===== src/rtl/core_pkg.sv =====
`default_nettype none
// ============================================================================
// Module   : core_pkg
// Purpose  : Constants and types shared by the RISC-V core writeback slice.
//            Holds the datapath width, the writeback-select encodings, the
//            load funct3 codes and the result-FIFO entry layout.
// Revision : 1.0 - initial release
// ============================================================================
package core_pkg;

  localparam int XLEN = 32;

  // Writeback data select (2'b11 is reserved and behaves as ALU)
  localparam logic [1:0] WB_ALU = 2'b00;
  localparam logic [1:0] WB_MEM = 2'b01;
  localparam logic [1:0] WB_PC4 = 2'b10;

  // Load funct3 codes
  localparam logic [2:0] F3_LB  = 3'b000;
  localparam logic [2:0] F3_LH  = 3'b001;
  localparam logic [2:0] F3_LW  = 3'b010;
  localparam logic [2:0] F3_LBU = 3'b100;
  localparam logic [2:0] F3_LHU = 3'b101;

  // One buffered result: data is already in its final register-file form
  typedef struct packed {
    logic [4:0]      rd;
    logic            wb_en;
    logic [XLEN-1:0] data;
  } wb_entry_t;

endpackage
`default_nettype wire


===== src/rtl/writeback_stage_if.sv =====
`default_nettype none
// ============================================================================
// Module   : writeback_stage_if
// Purpose  : Memory-stage to writeback-stage handshake bundle.
// Ports    : in_valid/in_ready handshake, in_rd, in_wb_en, in_wb_sel,
//            in_alu_result, in_pc_plus4, in_mem_data, in_funct3, in_addr_lsb.
//            master = memory stage (producer), slave = writeback stage.
// Revision : 1.0 - initial release
// ============================================================================
interface writeback_stage_if;
  import core_pkg::*;

  logic            in_valid;
  logic            in_ready;
  logic [4:0]      in_rd;
  logic            in_wb_en;
  logic [1:0]      in_wb_sel;
  logic [XLEN-1:0] in_alu_result;
  logic [XLEN-1:0] in_pc_plus4;
  logic [XLEN-1:0] in_mem_data;
  logic [2:0]      in_funct3;
  logic [1:0]      in_addr_lsb;

  modport master (
    output in_valid, in_rd, in_wb_en, in_wb_sel, in_alu_result,
           in_pc_plus4, in_mem_data, in_funct3, in_addr_lsb,
    input  in_ready
  );

  modport slave (
    input  in_valid, in_rd, in_wb_en, in_wb_sel, in_alu_result,
           in_pc_plus4, in_mem_data, in_funct3, in_addr_lsb,
    output in_ready
  );

endinterface
`default_nettype wire


===== src/rtl/writeback_stage_load_formatter.sv =====
`default_nettype none
// ============================================================================
// Module   : load_formatter
// Purpose  : Purely combinational load-data alignment and extension.
// Ports    : funct3   - load type
//            addr_lsb - load address bits [1:0]
//            word     - raw aligned load word
//            result   - formatted XLEN value
// Revision : 1.0 - initial release
// ============================================================================
module load_formatter
  import core_pkg::*;
(
  input  logic [2:0]      funct3,
  input  logic [1:0]      addr_lsb,
  input  logic [XLEN-1:0] word,
  output logic [XLEN-1:0] result
);

  logic [7:0]  w_byte;
  logic [15:0] w_half;

  always_comb begin
    w_byte = word[7:0];
    case (addr_lsb)
      2'd0:    w_byte = word[7:0];
      2'd1:    w_byte = word[15:8];
      2'd2:    w_byte = word[23:16];
      default: w_byte = word[31:24];
    endcase
  end

  // Halfword selection only looks at bit 1; bit 0 is ignored for halves.
  assign w_half = addr_lsb[1] ? word[31:16] : word[15:0];

  always_comb begin
    result = word;
    case (funct3)
      F3_LB:   result = {{(XLEN-8){w_byte[7]}}, w_byte};
      F3_LBU:  result = {{(XLEN-8){1'b0}}, w_byte};
      F3_LH:   result = {{(XLEN-16){w_half[15]}}, w_half};
      F3_LHU:  result = {{(XLEN-16){1'b0}}, w_half};
      default: result = word;
    endcase
  end

endmodule
`default_nettype wire


===== src/rtl/writeback_stage.sv =====
`default_nettype none
// ============================================================================
// Module   : writeback_stage
// Purpose  : Final pipeline stage. Accepts completed instructions from the
//            memory stage, formats load data at enqueue, buffers results in a
//            small FIFO and drives the register-file write port from its head.
//            Also answers decode's operand-bypass query and counts retirements.
// Ports    : clk, reset        - clock, synchronous active-high reset
//            mem               - memory-stage handshake (slave side)
//            wb_stall          - register-file port unavailable this cycle
//            reg_write_en, rd, write_data - register-file write port
//            query_rs          - decode source register
//            query_hit/data    - youngest buffered result for query_rs
//            retire_count      - entries popped since reset (wraps)
// Revision : 1.0 - initial release
// ============================================================================
module writeback_stage
  import core_pkg::*;
#(
  parameter int DEPTH = 2
)(
  input  logic             clk,
  input  logic             reset,
  writeback_stage_if.slave mem,
  input  logic             wb_stall,
  output logic             reg_write_en,
  output logic [4:0]       rd,
  output logic [XLEN-1:0]  write_data,
  input  logic [4:0]       query_rs,
  output logic             query_hit,
  output logic [XLEN-1:0]  query_data,
  output logic [31:0]      retire_count
);

  localparam int PTR_W = (DEPTH > 1) ? $clog2(DEPTH) : 1;
  localparam int CNT_W = PTR_W + 1;

  // --------------------------------------------------------------------------
  // State
  // --------------------------------------------------------------------------
  wb_entry_t        r_entry [DEPTH];
  logic [PTR_W-1:0] r_head;
  logic [PTR_W-1:0] r_tail;
  logic [CNT_W-1:0] r_count;
  logic [31:0]      r_retire;

  logic             w_empty;
  logic             w_ready;
  logic             w_push;
  logic             w_pop;
  logic [XLEN-1:0]  w_load_data;
  wb_entry_t        w_new;
  wb_entry_t        w_head;

  // --------------------------------------------------------------------------
  // Enqueue side: data is formatted before storage so the head is ready to
  // write with no further logic between the FIFO and the register file.
  // --------------------------------------------------------------------------
  load_formatter u_load_formatter (
    .funct3   (mem.in_funct3),
    .addr_lsb (mem.in_addr_lsb),
    .word     (mem.in_mem_data),
    .result   (w_load_data)
  );

  always_comb begin
    w_new.rd    = mem.in_rd;
    w_new.wb_en = mem.in_wb_en;
    case (mem.in_wb_sel)
      WB_MEM:  w_new.data = w_load_data;
      WB_PC4:  w_new.data = mem.in_pc_plus4;
      default: w_new.data = mem.in_alu_result;
    endcase
  end

  assign w_empty     = (r_count == '0);
  // Ready depends on registered occupancy only, never on a same-cycle pop.
  assign w_ready     = (r_count < CNT_W'(DEPTH));
  assign mem.in_ready = w_ready;

  assign w_push = mem.in_valid && w_ready;
  // Nothing leaves the FIFO while reset is asserted.
  assign w_pop  = !w_empty && !wb_stall && !reset;

  // --------------------------------------------------------------------------
  // Storage: contents need no reset, validity is carried by r_count.
  // --------------------------------------------------------------------------
  always_ff @(posedge clk) begin
    if (w_push) begin
      r_entry[r_tail] <= w_new;
    end
  end

  // --------------------------------------------------------------------------
  // Pointers, occupancy and retirement counter
  // --------------------------------------------------------------------------
  always_ff @(posedge clk) begin
    if (reset) begin
      r_head   <= '0;
      r_tail   <= '0;
      r_count  <= '0;
      r_retire <= '0;
    end else begin
      if (w_push) begin
        r_tail <= r_tail + PTR_W'(1);
      end
      if (w_pop) begin
        r_head   <= r_head + PTR_W'(1);
        r_retire <= r_retire + 32'd1;
      end
      case ({w_push, w_pop})
        2'b10:   r_count <= r_count + CNT_W'(1);
        2'b01:   r_count <= r_count - CNT_W'(1);
        default: r_count <= r_count;
      endcase
    end
  end

  assign retire_count = r_retire;

  // --------------------------------------------------------------------------
  // Register-file port: driven purely from registered head state.
  // --------------------------------------------------------------------------
  assign w_head       = r_entry[r_head];
  assign rd           = w_empty ? 5'd0 : w_head.rd;
  assign write_data   = w_empty ? '0 : w_head.data;
  assign reg_write_en = w_pop && w_head.wb_en && (w_head.rd != 5'd0);

  // --------------------------------------------------------------------------
  // Bypass query: walk from oldest to youngest so the last match wins.
  // --------------------------------------------------------------------------
  logic [PTR_W-1:0] w_qidx;

  always_comb begin
    query_hit  = 1'b0;
    query_data = '0;
    w_qidx     = r_head;
    for (int k = 0; k < DEPTH; k++) begin
      w_qidx = r_head + PTR_W'(k);
      if ((CNT_W'(k) < r_count) &&
          r_entry[w_qidx].wb_en &&
          (r_entry[w_qidx].rd != 5'd0) &&
          (r_entry[w_qidx].rd == query_rs)) begin
        query_hit  = 1'b1;
        query_data = r_entry[w_qidx].data;
      end
    end
  end

endmodule
`default_nettype wire


===== src/flat_wrapper.sv =====
// flat-port wrapper written by rule: the top's interface ports become plain ports
module writeback_stage_flat import core_pkg::*;
#(
  parameter int DEPTH = 2
)
  (clk, reset, wb_stall, reg_write_en, rd, write_data, query_rs, query_hit, query_data, retire_count, mem_in_valid, mem_in_rd, mem_in_wb_en, mem_in_wb_sel, mem_in_alu_result, mem_in_pc_plus4, mem_in_mem_data, mem_in_funct3, mem_in_addr_lsb, mem_in_ready);
  writeback_stage_if mem_i ();
  input  logic clk;
  input  logic reset;
  input  logic wb_stall;
  output logic reg_write_en;
  output logic [4:0] rd;
  output logic [XLEN-1:0] write_data;
  input  logic [4:0] query_rs;
  output logic query_hit;
  output logic [XLEN-1:0] query_data;
  output logic [31:0] retire_count;
  input wire logic [$bits(mem_i.in_valid)-1:0] mem_in_valid;
  input wire logic [$bits(mem_i.in_rd)-1:0] mem_in_rd;
  input wire logic [$bits(mem_i.in_wb_en)-1:0] mem_in_wb_en;
  input wire logic [$bits(mem_i.in_wb_sel)-1:0] mem_in_wb_sel;
  input wire logic [$bits(mem_i.in_alu_result)-1:0] mem_in_alu_result;
  input wire logic [$bits(mem_i.in_pc_plus4)-1:0] mem_in_pc_plus4;
  input wire logic [$bits(mem_i.in_mem_data)-1:0] mem_in_mem_data;
  input wire logic [$bits(mem_i.in_funct3)-1:0] mem_in_funct3;
  input wire logic [$bits(mem_i.in_addr_lsb)-1:0] mem_in_addr_lsb;
  output wire logic [$bits(mem_i.in_ready)-1:0] mem_in_ready;
  assign mem_i.in_valid = mem_in_valid;
  assign mem_i.in_rd = mem_in_rd;
  assign mem_i.in_wb_en = mem_in_wb_en;
  assign mem_i.in_wb_sel = mem_in_wb_sel;
  assign mem_i.in_alu_result = mem_in_alu_result;
  assign mem_i.in_pc_plus4 = mem_in_pc_plus4;
  assign mem_i.in_mem_data = mem_in_mem_data;
  assign mem_i.in_funct3 = mem_in_funct3;
  assign mem_i.in_addr_lsb = mem_in_addr_lsb;
  assign mem_in_ready = mem_i.in_ready;
  writeback_stage #(.DEPTH(DEPTH)) u_core (.clk(clk), .reset(reset), .mem(mem_i), .wb_stall(wb_stall), .reg_write_en(reg_write_en), .rd(rd), .write_data(write_data), .query_rs(query_rs), .query_hit(query_hit), .query_data(query_data), .retire_count(retire_count));
endmodule

===== config.mk =====
export PLATFORM = sky130hd
export DESIGN_NAME = writeback_stage_flat
export DESIGN_NICKNAME = d
export VERILOG_FILES = /design/src/rtl/core_pkg.sv /design/src/rtl/writeback_stage_if.sv /design/src/rtl/writeback_stage_load_formatter.sv /design/src/rtl/writeback_stage.sv /design/src/flat_wrapper.sv
export SDC_FILE = /design/constraint.sdc
export NUM_CORES = 1
export LEC_CHECK = 0
export ABC_AREA = 1
export CORE_MARGIN = 10
export CORE_UTILIZATION = 38
export DETAILED_ROUTE_END_ITERATION = 16
export PLACE_DENSITY = 0.77
export SLEW_MARGIN = 0
export SYNTH_ARGS = -nofsm -noshare
export SYNTH_HDL_FRONTEND = slang
export SYNTH_SLANG_ARGS = --single-unit

===== constraint.sdc =====
create_clock -name clk -period 4.2 [get_ports clk]
set_input_delay 0.84 -clock clk [delete_from_list [all_inputs] [get_ports clk]]
set_output_delay 0.84 -clock clk [all_outputs]
set_load 0.02 [all_outputs]

# After elaboration in Yosys (flattened, before gate mapping)
# Memory sizes are Yosys's and may differ from the RTL's. A register that Yosys moved wholly into a read port is not among the register bits.
# Index checks and enable logic that the tools add are counted.
[classes]
muxes = 15
magnitude_cmp = 3
n_reduce_logical = 20
n_addsub = 5
eq_ne = 11
[op_table]
columns = ["cell", "count"]
rows = [
  ["32-bit one-hot mux with 4 select lines", 1],
  ["32-bit 2-to-1 mux", 3],
  ["32-bit one-hot mux with 2 select lines", 1],
  ["32-bit by 1-bit adder with 32-bit output, second input constant", 1],
  ["8-bit one-hot mux with 3 select lines", 1],
  ["16-bit 2-to-1 mux", 1],
  ["1-bit logical AND", 11],
  ["5-bit == test", 2],
  ["5-bit nonzero test", 2],
  ["2-bit by 1-bit == test with 1-bit output, second input constant", 3],
  ["2-bit == test, second input constant", 3],
  ["3-bit == test, second input constant", 2],
  ["1-bit 2-to-1 mux", 6],
  ["5-bit 2-to-1 mux", 1],
  ["2-bit logical NOT", 2],
  ["1-bit by 2-bit < comparator with 1-bit output, first input constant", 2],
  ["2-bit one-hot mux with 2 select lines", 1],
  ["3-bit by 1-bit == test with 1-bit output, second input constant", 1],
  ["1-bit logical NOT", 3],
  ["3-bit logical NOT", 1],
  ["1-bit adder, second input constant", 2],
  ["2-bit by 1-bit adder with 2-bit output, second input constant", 1],
  ["2-bit < comparator, second input constant", 1],
  ["2-bit nonzero test", 1],
  ["2-bit by 1-bit subtractor with 2-bit output, second input constant", 1],
]
[word_totals]
register_bits = 36
memories = 1
output_inout_bits = 104
mem_bits_rw = 76
[memory_table]
columns = ["name", "depth", "word_bits", "rd", "rd_ports_with_merged_regs", "wr", "line", "text"]
rows = [
  ["u_core.r_entry", 2, 38, 2, 1, 1, "writeback_stage.sv:41", "wb_entry_t r_entry [DEPTH];"],
]

# Logic depth before layout (Yosys ltp)
# Gate-level depths: netlist of the first run.
[depth]
ltp_word = 6
depth_mapped = 13

# By module
# From an unflattened synthesis of the first run, not the netlist that was laid out.
[hier_totals]
hier_cells = 1142
area_unflattened_um2 = 7692.4
[modules_own_cells]
columns = ["mod", "cells_per_inst", "area_each_um2", "instances"]
rows = [
  ["writeback_stage", 950, 6796.5, 1],
  ["load_formatter", 192, 895.9, 1],
]

# Least setup slack after synthesis of the first run
# No wires, ideal clock.
[synth_path]
path_kind = "input to register"
startpoint = "input mem_in_valid"
endpoint = "memory u_core.r_entry[1][0] in the netlist's numbering (enable)"
path_slack_ps = 1195
setup_ps = 435
n_path_buf = 0
stages = 2
arrival_ps = 2570
path_cell_list = "nand2_1 > nor2_1"
[synth_via]
elab_chain_len = 3
[synth_lines]
columns = ["element", "line", "text"]
rows = [
  ["from (decl)", "flat_wrapper.sv:18", "input wire logic [$bits(mem_i.in_valid)-1:0] mem_in_valid;"],
  ["1-bit logical AND", "writeback_stage.sv:81", "assign w_push = mem.in_valid && w_ready;"],
  ["1-bit 2-to-1 mux", "writeback_stage.sv:89", "if (w_push) begin"],
  ["1-bit 2-to-1 mux (not written as such)", "writeback_stage.sv:90", "r_entry[r_tail] <= w_new;"],
  ["to (decl)", "writeback_stage.sv:41", ""],
]
# No other way between the ends.

# Worst setup path in the final report of the first run
[layout_path]
startpoint = "input query_rs[2]"
endpoint = "output query_data[25]"
[layout_via]
elab_chain_len = 4
[layout_lines]
columns = ["element", "line", "text"]
rows = [
  ["from (decl)", "flat_wrapper.sv:14", "input logic [4:0] query_rs;"],
  ["5-bit == test", "writeback_stage.sv:143", "(r_entry[w_qidx].rd == query_rs)) begin"],
  ["1-bit logical AND", "writeback_stage.sv:142", "(r_entry[w_qidx].rd != 5'd0) &&"],
  ["32-bit 2-to-1 mux", "writeback_stage.sv:140", "if ((CNT_W'(k) < r_count) &&"],
  ["32-bit 2-to-1 mux (*)", "writeback_stage.sv:140", ""],
  ["to (decl)", "flat_wrapper.sv:16", "output logic [XLEN-1:0] query_data;"],
]
# Mark *: on every way between the ends. The rest lies on a longest branch, timed or not.

==> reports/metrics.yaml, run 1 <==
outcome:
  status: "complete, no violations"
clocking:
  cts_buffers: 17
  cts.clk_slew.worst_paths_ns: 0.05
  htreeDepth: 4
  post_cts_resized: 0
  postCtsHoldBufs: 0
  cts_tree: "yes"
  cts_buffer_depth: 2
  insertion_delay_ns: 0.42
  postCtsSetupBuffers: 0
  cts-root-buf: "clkbuf_16"
  cts_sinks: 113
timing:
  worst_clock_skew_ns: 0.008173
  hold_viol: 0
  tightest_slew_ns: 0.5740
  drv_slew: 0
  slew_headroom_pct: 61.69
  period_needed_ns: 3.964
  hold_slack_ns: 0.5092
  final.setup.tns_ns: 0
  period_share_pct: 94.39
  rsz0062_at_grt: "false"
  fmax_mhz: 252.2
  final-setup-viol-count: 0
die:
  rows: 52
  initial_core_util_pct: 38.47
  die_x_um: 162.9
  coreArea_um2: 20170
  io_pins: 222
  die_area_um2: 26540
  die_h_um: 162.9
placed_design:
  dp_hpwl_um: 21410
  routabilityCongestion: 0.9466
  dp.cells: 1611
  place_area_um2: 10240
  io_buffers: 221
finish:
  n_antenna_cell: 0
  drive_gt1_share_pct: 7.793
  instances_no_fill: 1643
  fin_nets: 1484
  area_delta_synth_final_pct: 39.47
  fin_area_um2: 10820
  num-fill-cells: 1949
global_routing:
  antenna_found_initial: 0
  grt_pass1_vias: 8109
  grt_usage_pct: 20.50
  grt_max_degree: 40
  grt_overflow: 0
  grt_pass1_wl_um: 43520
yosys:
  synthArstFlopShare_pct: 0
  synth_top_area_share_pct: 29.41
  yosysMostFrequentCell: "nand2_1"
  yosysUniqueCellTypes: 37
  synthFlopType: "edfxtp_1"
  seq_area_frac_synth_pct: 38.96
  syn-num-nets: 1276
  syn_inst: 1152
  syn_area_um2: 7760
  synth_edf_count: 76
  synthTopCellsByCount: "nand2_1 (305), nor2_1 (169), inv_1 (120)"
  ys_warn_count: 0
  ys_seq_elements: 113
  synth_area_leaders: "edfxtp_1 (29%), nand2_1 (15%), dfxtp_1 (9.5%)"
  synth_area_leader_cell: "edfxtp_1"
  avgSynthCellArea_um2: 6.736
critical_path:
  r2r_slack_ns: 1.63
  worstPathMaxFanout: 21
  r2r_cells: 12
  start_kind: "primary input"
  end_kind: "primary output"
  arrival_ns: 3.12
  worstSetupPathType: "in2out"
  crit_required_ns: 3.36
run:
  cap_viol_max_count: 0
routing:
  drt-wirelength-per-cell_um: 16.94
  wirelength_um: 27840
  drtAntennaViolNets: 0
  drc: 0
  drt-initial-drc-count: 570
  vias: 8316
  first_pass_iters: 5
  viasPerCell: 5.061
power_and_ir_drop:
  ir_worst_vdd_mv: 0.2544
  p_per_area_nw_per_um2: 464.0
  leakage_nw: 4.430
worst_hold_path:
  hold_depth: 2
  hold_path.class: "reg2reg"
report_power, final:
part	internal, W	total, W	switching (W)
Combinational	0.000821	0.00220	0.00138
Clock	0.000884	0.00138	0.000493
Sequential	0.00137	0.00145	0.0000728
logic make-up (layout without fill, tap and decap cells):
group / Yosys count / after routing / share of synthesized area (%)
AND/OR/NAND/NOR: 634 / 634 / 35.00
flip-flops: 113 / 113 / 38.96
adder cells (fa/ha/maj): 6 / 6 / 0.9674
XOR/XNOR: 5 / 5 / 0.5643
multiplexers: 13 / 13 / 1.677
buffers and inverters: 185 / 406 / 9.835
AO/OA/AOI/OAI: 196 / 196 / 13.00
per-stage QoR:
step	setup slack, ns	power (W)	util, %
after floorplan	1.195	0.002733	-
after global placement	0.2754	0.003641	50.78
after detailed placement	0.2705	0.003668	50.78
after CTS	0.2628	0.005054	53.66
after global routing	0.03001	0.005298	53.66
final	0.2355	0.005022	53.66
final timing paths:
| kind | startpoint | endpoint |
|---|---|---|
| setup / recovery | query_rs[2] | query_data[25] |
| hold / removal | u_core.retire_count[1] | u_core.retire_count[1] |
| setup reg to reg | u_core.r_count[0] | u_core.retire_count[20] |
| hold reg to reg | u_core.retire_count[1] | u_core.retire_count[1] |
final cells by class:
class	count	area [um2]	area share (%)
inverters	129	484.2	4.474
clock inverters	7	43.79	0.4046
well taps	270	337.8	3.121
flip-flops and latches	113	3025	27.95
multi-input cells	854	3989	36.86
repair buffers	245	2405	22.22
clock buffers	25	538.0	4.971
sequential cells by signal (all words and copies together) (netlist names), named ones only:
name,cells
u_core.r_entry,76
u_core.retire_count,32
u_core.r_count,2
u_core.r_head,1
u_core.r_tail,1
cell usage in the layout (no fill, tap or decap), types with 3 or more instances in the layout:
master,Yosys,layout
nand4_1,13,13
a21oi_1,100,100
or2_2,3,3
ha_1,6,6
clkdlybuf4s50_1,0,221
nand2_2,10,10
clkinv_1,3,3
clkbuf_16,0,19
xor2_1,5,5
inv_2,6,6
nor3_1,10,10
clkinv_2,0,4
or2_1,10,10
nor2_1,169,167
edfxtp_1,76,76
buf_4,3,23
nand3_1,82,82
o21ai_0,75,75
inv_1,120,120
nor2_4,2,4
o211ai_1,8,8
mux2i_1,13,13
o21ai_1,10,10
clkbuf_8,0,4
nor2_2,21,21
nand2_1,305,305
dfxtp_1,37,35
critical path, cell delays in order:
cell and delay (ns):
clkdlybuf4s50_1 0.50, inv_1 0.07, nand3_1 0.08, nand2_1 0.06, inv_2 0.05, nand2_2 0.08
nor2_8 0.21, nand2_4 0.26, nor2_2 0.15, nand2_1 0.06, nand2_1 0.12, clkdlybuf4s50_1 0.62
layer usage:
| metal | track usage [%] | wire (um) |
|---|---|---|
| met1 | 24.53 | 11190 |
| met2 | 34.53 | 13450 |
| met3 | 5.865 | 2579 |
| met4 | 6.967 | 618 |
| met5 | 0 | 0 |
Power figures use the tool's default switching activity.
==> run 2: changes to the inputs <==
--- a/config.mk
+++ b/config.mk
@@ -9,6 +9,7 @@
 export CORE_MARGIN = 10
 export CORE_UTILIZATION = 38
 export DETAILED_ROUTE_END_ITERATION = 16
+export MAX_ROUTING_LAYER = met4
 export PLACE_DENSITY = 0.77
 export SLEW_MARGIN = 0
 export SYNTH_ARGS = -nofsm -noshare
==> reports/metrics.yaml, run 2 (synthesized netlist as in run 1, its figures left out) <==
critical_path:
  cpMostUsedCell: "nand2_1"
  worstSetupPathType: "in2out"
  r2r_cells: 12  # unchanged
  slowest_stage: "clkdlybuf4s50_1"
  cpPeakStageDelay_ns: 0.62  # about the same
  crit_required_ns: 3.36  # about the same
  r2r-end: "u_core.retire_count[20]"
  cp_cell_sequence: "clkdlybuf4s50_1 > inv_1 > nand3_1 > nand2_1 > inv_2 > nand2_2 > nor2_8 > nand2_4 > nor2_2 > nand2_1 > nand2_1 > clkdlybuf4s50_1"
  arrival_ns: 3.12  # about the same
  r2r_start: "u_core.r_count[1]"
  r2r_slack_ns: 1.66  # +0.03 ns
  crit_start: "query_rs[2]"
  worstPathMaxFanout: 21  # unchanged
  start_kind: "primary input"
  cp-endpoint: "query_data[16]"
  end_kind: "primary output"
placed_design:
  routabilityCongestion: 0.9554  # +0.93%
  dp_hpwl_um: 21830  # +2.0%
  io_buffers: 221  # unchanged
  dp.cells: 1615  # +0.25%
routing:
  drtAntennaViolNets: 0  # unchanged
  wirelength_um: 27850  # about the same
  first_pass_iters: 5  # unchanged
  viasPerCell: 5.097  # +0.70%
  drt-initial-drc-count: 592  # +3.9%
  vias: 8400  # +1.0%
  drc: 0  # unchanged
  drt-wirelength-per-cell_um: 16.90  # -0.24%
clocking:
  cts_buffers: 17  # unchanged
  postCtsSetupBuffers: 0  # unchanged
  insertion_delay_ns: 0.42  # about the same
  cts_sinks: 113  # unchanged
  cts_tree: "yes"
  cts_buffer_depth: 2  # unchanged
  cts-root-buf: "clkbuf_16"
  htreeDepth: 4  # unchanged
  post_cts_resized: 0  # unchanged
  cts.clk_slew.worst_paths_ns: 0.06  # about the same
  postCtsHoldBufs: 0  # unchanged
timing:
  period_needed_ns: 3.959  # -0.005115 ns
  worst_clock_skew_ns: 0.004469  # -0.003704 ns
  final.setup.tns_ns: 0  # unchanged
  slew_headroom_pct: 54.45  # -7.2 points
  final-setup-viol-count: 0  # unchanged
  hold_slack_ns: 0.5179  # +0.008765 ns
  tightest_slew_ns: 0.6825  # +0.1085 ns
  hold_viol: 0  # unchanged
  drv_slew: 0  # unchanged
  period_share_pct: 94.27  # -0.12 points
  fmax_mhz: 252.6  # +0.13%
  rsz0062_at_grt: "false"
finish:
  drive_gt1_share_pct: 8.134  # +0.34 points
  instances_no_fill: 1648  # +0.30%
  top_register: "u_core.r_entry"
  area_delta_synth_final_pct: 39.55  # about the same
  fin_util_pct: 53.69  # about the same
  largest_reg_flops: 76  # unchanged
  final_cell_mix: "nand2_1 (305), clkdlybuf4s50_1 (221), nor2_1 (167)"
  fin_nets: 1488  # +0.27%
  num-fill-cells: 1955  # +0.31%
  layout_commonest_cell: "nand2_1"
global_routing:
  antenna_found_initial: 1  # +1
  grt_pass1_vias: 8342  # +2.9%
  grt_max_degree: 40  # unchanged
  grt_usage_pct: 21.27  # +0.77 points
  grt_pass1_wl_um: 43680  # +0.37%
  grt_overflow: 0  # unchanged
die:
  die_area_um2: 26540  # unchanged
  io_pins: 222  # unchanged
  coreArea_um2: 20170  # unchanged
  die_h_um: 162.9  # unchanged
  initial_core_util_pct: 38.47  # unchanged
  die_x_um: 162.9  # unchanged
  rows: 52  # unchanged
power_and_ir_drop:
  ir_worst_vdd_mv: 0.2548  # +0.14%
  p_per_area_nw_per_um2: 460.8  # -0.69%
  leakage_nw: 4.436  # +0.14%
outcome:
  status: "complete, no violations"
run:
  cap_viol_max_count: 0  # unchanged
worst_hold_path:
  hold_path.class: "reg2reg"
  hold_depth: 2  # unchanged
-- run 2: changes by cell type in the layout (fill, tap and decap cells not counted), sizes merged --
cell      delta
buf          +4
diode        +1
inv          +4
clkbuf       -5
clkinvlp     +1
-- run 2: worst max-delay path, delay by kind of cell --
kind,cells,cell delay (ns)
buf+inv,4,1.26
simple gates,8,1.02
-- run 2: layout make-up --
class	count	area [um2]	area share, %
diodes	1	2.502	0.02311
clock buffers	20	478.0	4.414
clock inverters	12	77.57	0.7164
inverters	129	484.2	4.471
multi-input cells	854	3989	36.83
flip-flops and latches	113	3025	27.94
well taps	270	337.8	3.120
repair buffers	249	2435	22.48
-- run 2: worst min-delay path by stage --
stage	startpoint	slack, ns	end
after floorplan	u_core.r_tail	0.50	u_core.r_tail
after CTS	u_core.retire_count[1]	0.52	u_core.retire_count[1]
after global routing	u_core.retire_count[30]	0.55	u_core.retire_count[30]
final	u_core.retire_count[10]	0.52	u_core.retire_count[10]
after global placement	u_core.retire_count[1]	0.50	u_core.retire_count[1]
after detailed placement	u_core.retire_count[1]	0.51	u_core.retire_count[1]
-- run 2: metrics by stage --
stage	cell area, um2	power [W]	setup WS (ns)
after global placement	10270	0.003655	0.2907
after CTS	10830	0.005018	0.2365
after floorplan	7760	0.002733	1.195
after detailed placement	10270	0.003683	0.2476
after global routing	10830	0.005265	0.08441
final	10830	0.004990	0.2406
-- run 2: routing by layer --
metal  global-route usage, %  share of wire, %  up-vias
met4                   8.689               3.1        0
met3                   4.550               6.6       46
met2                   33.98                47      321
li1                        -                 -     4157
met1                   25.62                43     3876
met5                       -                 0        -
-- run 2: report_power, final --
| group | internal, W | total, W | switching (W) |
|---|---|---|---|
| Combinational | 0.000824 | 0.00222 | 0.00139 |
| Clock | 0.000817 | 0.00133 | 0.000514 |
| Sequential | 0.00137 | 0.00144 | 0.0000690 |
==> run 3: changes to the inputs <==
--- a/config.mk
+++ b/config.mk
@@ -6,12 +6,12 @@
 export NUM_CORES = 1
 export LEC_CHECK = 0
 export ABC_AREA = 1
-export CORE_MARGIN = 10
+export CORE_MARGIN = 3
 export CORE_UTILIZATION = 38
 export DETAILED_ROUTE_END_ITERATION = 16
 export MAX_ROUTING_LAYER = met4
 export PLACE_DENSITY = 0.77
-export SLEW_MARGIN = 0
+export SLEW_MARGIN = 5
 export SYNTH_ARGS = -nofsm -noshare
 export SYNTH_HDL_FRONTEND = slang
 export SYNTH_SLANG_ARGS = --single-unit
==> reports/metrics.yaml, run 3 (synthesized netlist as in run 1, its figures left out) <==
placed_design:
  preCtsSetupSlack_ns: 0.3099  # +0.06234 ns
  dp_hpwl_um: 20700  # -5.2%
  routabilityCongestion: 0.9613  # +0.62%
  io_buffers: 221  # unchanged
power_and_ir_drop:
  ir_worst_vdd_mv: 0.2847  # +12%
  leakage_nw: 4.417  # -0.43%
  p_per_area_nw_per_um2: 466.2  # +1.2%
clocking:
  postCtsSetupBuffers: 0  # unchanged
  post_cts_resized: 0  # unchanged
  htreeDepth: 4  # unchanged
  postCtsHoldBufs: 0  # unchanged
  cts.clk_slew.worst_paths_ns: 0.06  # about the same
  cts-root-buf: "clkbuf_16"
  cts_tree: "yes"
  cts_buffer_depth: 2  # unchanged
  cts_sinks: 113  # unchanged
  insertion_delay_ns: 0.41  # about the same
  cts_buffers: 17  # unchanged
critical_path:
  crit_cells: 12  # unchanged
  slowest_stage: "clkdlybuf4s50_1"
  cp_cell_sequence: "inv_2 > nand2_2 > nand2_2 > nand2_1 > nand2_1 > nand2_2 > nor2_8 > nand2_4 > nor2_2 > nand2_1 > nand2_1 > clkdlybuf4s50_1"
  r2r-end: "u_core.retire_count[16]"
  path_buf_inv: 2  # -2
  start_kind: "flop"
  arrival_ns: 3.05  # -0.07 ns
  r2r_cells: 12  # unchanged
  worstPathMaxFanout: 21  # unchanged
  cp-endpoint: "query_data[14]"
  worstSetupPathType: "reg2out"
  end_kind: "primary output"
  r2r_slack_ns: 1.66  # about the same
  r2r_start: "u_core.r_count[1]"
  crit_required_ns: 3.36  # about the same
  cpPeakStageDelay_ns: 0.60  # -0.02 ns
  cpMostUsedCell: "nand2_1"
  crit_family: "simple AND/OR/NAND/NOR gates"
die:
  die_h_um: 148.9  # -8.6%
  io_pins: 222  # unchanged
  initial_core_util_pct: 39.23  # +0.75 points
  die_x_um: 148.9  # -8.6%
  rows: 51  # -1.9%
  die_area_um2: 22170  # -16%
  coreArea_um2: 19780  # -1.9%
timing:
  final.setup.tns_ns: 0  # unchanged
  drv_slew: 0  # unchanged
  rsz0062_at_grt: "false"
  final-setup-viol-count: 0  # unchanged
  tightest_slew_ns: 0.6330  # -0.04948 ns
  period_share_pct: 92.68  # -1.6 points
  fmax_mhz: 256.9  # +1.7%
  worst_clock_skew_ns: 0.007546  # +0.003077 ns
  period_needed_ns: 3.893  # -0.06674 ns
  hold_viol: 0  # unchanged
  hold_slack_ns: 0.5158  # -0.002110 ns
  setup_ws_ns: 0.3074  # +0.06674 ns
  slew_headroom_pct: 57.80  # +3.3 points
routing:
  wirelength_um: 26960  # -3.2%
  drt-initial-drc-count: 648  # +9.5%
  drt-wirelength-per-cell_um: 16.50  # -2.4%
  first_pass_iters: 5  # unchanged
  met2_length_um: 13130  # +0.31%
  viasPerCell: 5.127  # +0.58%
  drt-met1-wl_um: 11430  # -5.3%
  drc: 0  # unchanged
  drtAntennaViolNets: 0  # unchanged
  maxUsedRoutingLayer: "met4"
  met3_wirelength_um: 1773  # -3.6%
  vias: 8377  # -0.27%
global_routing:
  antenna_found_initial: 0  # -1
  grt_pass1_vias: 8121  # -2.6%
  grt_overflow: 0  # unchanged
  grt_max_degree: 43  # +7.5%
  grt_usage_pct: 24.96  # +3.7 points
  grt_pass1_wl_um: 42580  # -2.5%
finish:
  ff_latch_area_um2: 3028  # about the same
  fin_util_pct: 54.62  # +0.93 points
  n_antenna_cell: 0  # -1
  final_cell_mix: "nand2_1 (305), clkdlybuf4s50_1 (221), nor2_1 (167)"
  layout_commonest_cell: "nand2_1"
  fin_nets: 1480  # -0.54%
  area_delta_synth_final_pct: 39.25
  num-fill-cells: 1886  # -3.5%
  drive_gt1_share_pct: 7.524  # -0.61 points
  top_register: "u_core.r_entry"
  largest_reg_flops: 76  # unchanged
  multi_input_area_um2: 3989  # unchanged
worst_hold_path:
  hold_path.class: "reg2reg"
run:
  cap_viol_max_count: 0  # unchanged
outcome:
  status: "complete, no violations"
## run 3: worst min path at each step
stage / to / start / slack (ns) / cells after the start
after floorplan: u_core.r_tail / u_core.r_tail / 0.50 / 2
after global placement: u_core.retire_count[1] / u_core.retire_count[1] / 0.50 / 2
after detailed placement: u_core.retire_count[3] / u_core.retire_count[3] / 0.51 / 1
after CTS: u_core.retire_count[1] / u_core.retire_count[1] / 0.52 / 2
after global routing: u_core.retire_count[0] / u_core.retire_count[0] / 0.53 / 1
final: u_core.retire_count[7] / u_core.retire_count[7] / 0.52 / 2
## run 3: worst reg2reg max path, delay by kind of cell (launching register included)
family | cells | cell delay, ns
fa+ha+maj | 1 | 0.23
flops | 1 | 0.31
compound gates | 1 | 0.19
buf+inv | 4 | 0.73
simple gates | 6 | 0.98
## run 3: area by class of cell
class,instances,share of cell area [%]
Clock inverter,9,0.6948
Inverter,129,4.481
Timing Repair Buffer,241,22.09
Sequential cell,113,28.02
Tap cell,265,3.069
Multi-Input combinational cell,854,36.92
Clock buffer,23,4.724
## run 3: metal layers
layer	up-vias	track usage [%]
met2	370	41.28
met4	0	8.009
met3	41	3.434
met5	-	-
li1	4143	-
met1	3823	31.83
## run 3: stage by stage
stage                     power [W]  area, um2  cells
final                      0.005037      10810   1634
after global routing       0.005306      10810   1634
after CTS                  0.005055      10800   1634
after detailed placement   0.003641      10220   1602
after global placement     0.003617      10220   1602
after floorplan            0.002733       7760   1152
## run 3: report_power, final
| group | leakage, nW | total, W | internal, W | switching [W] |
|---|---|---|---|---|
| clock | 0.294 | 0.00141 | 0.000909 | 0.000498 |
| combinational | 3.11 | 0.00214 | 0.000810 | 0.00133 |
| sequential | 1.01 | 0.00149 | 0.00138 | 0.000113 |
| total | 4.42 | 0.00504 | 0.00310 | 0.00194 |
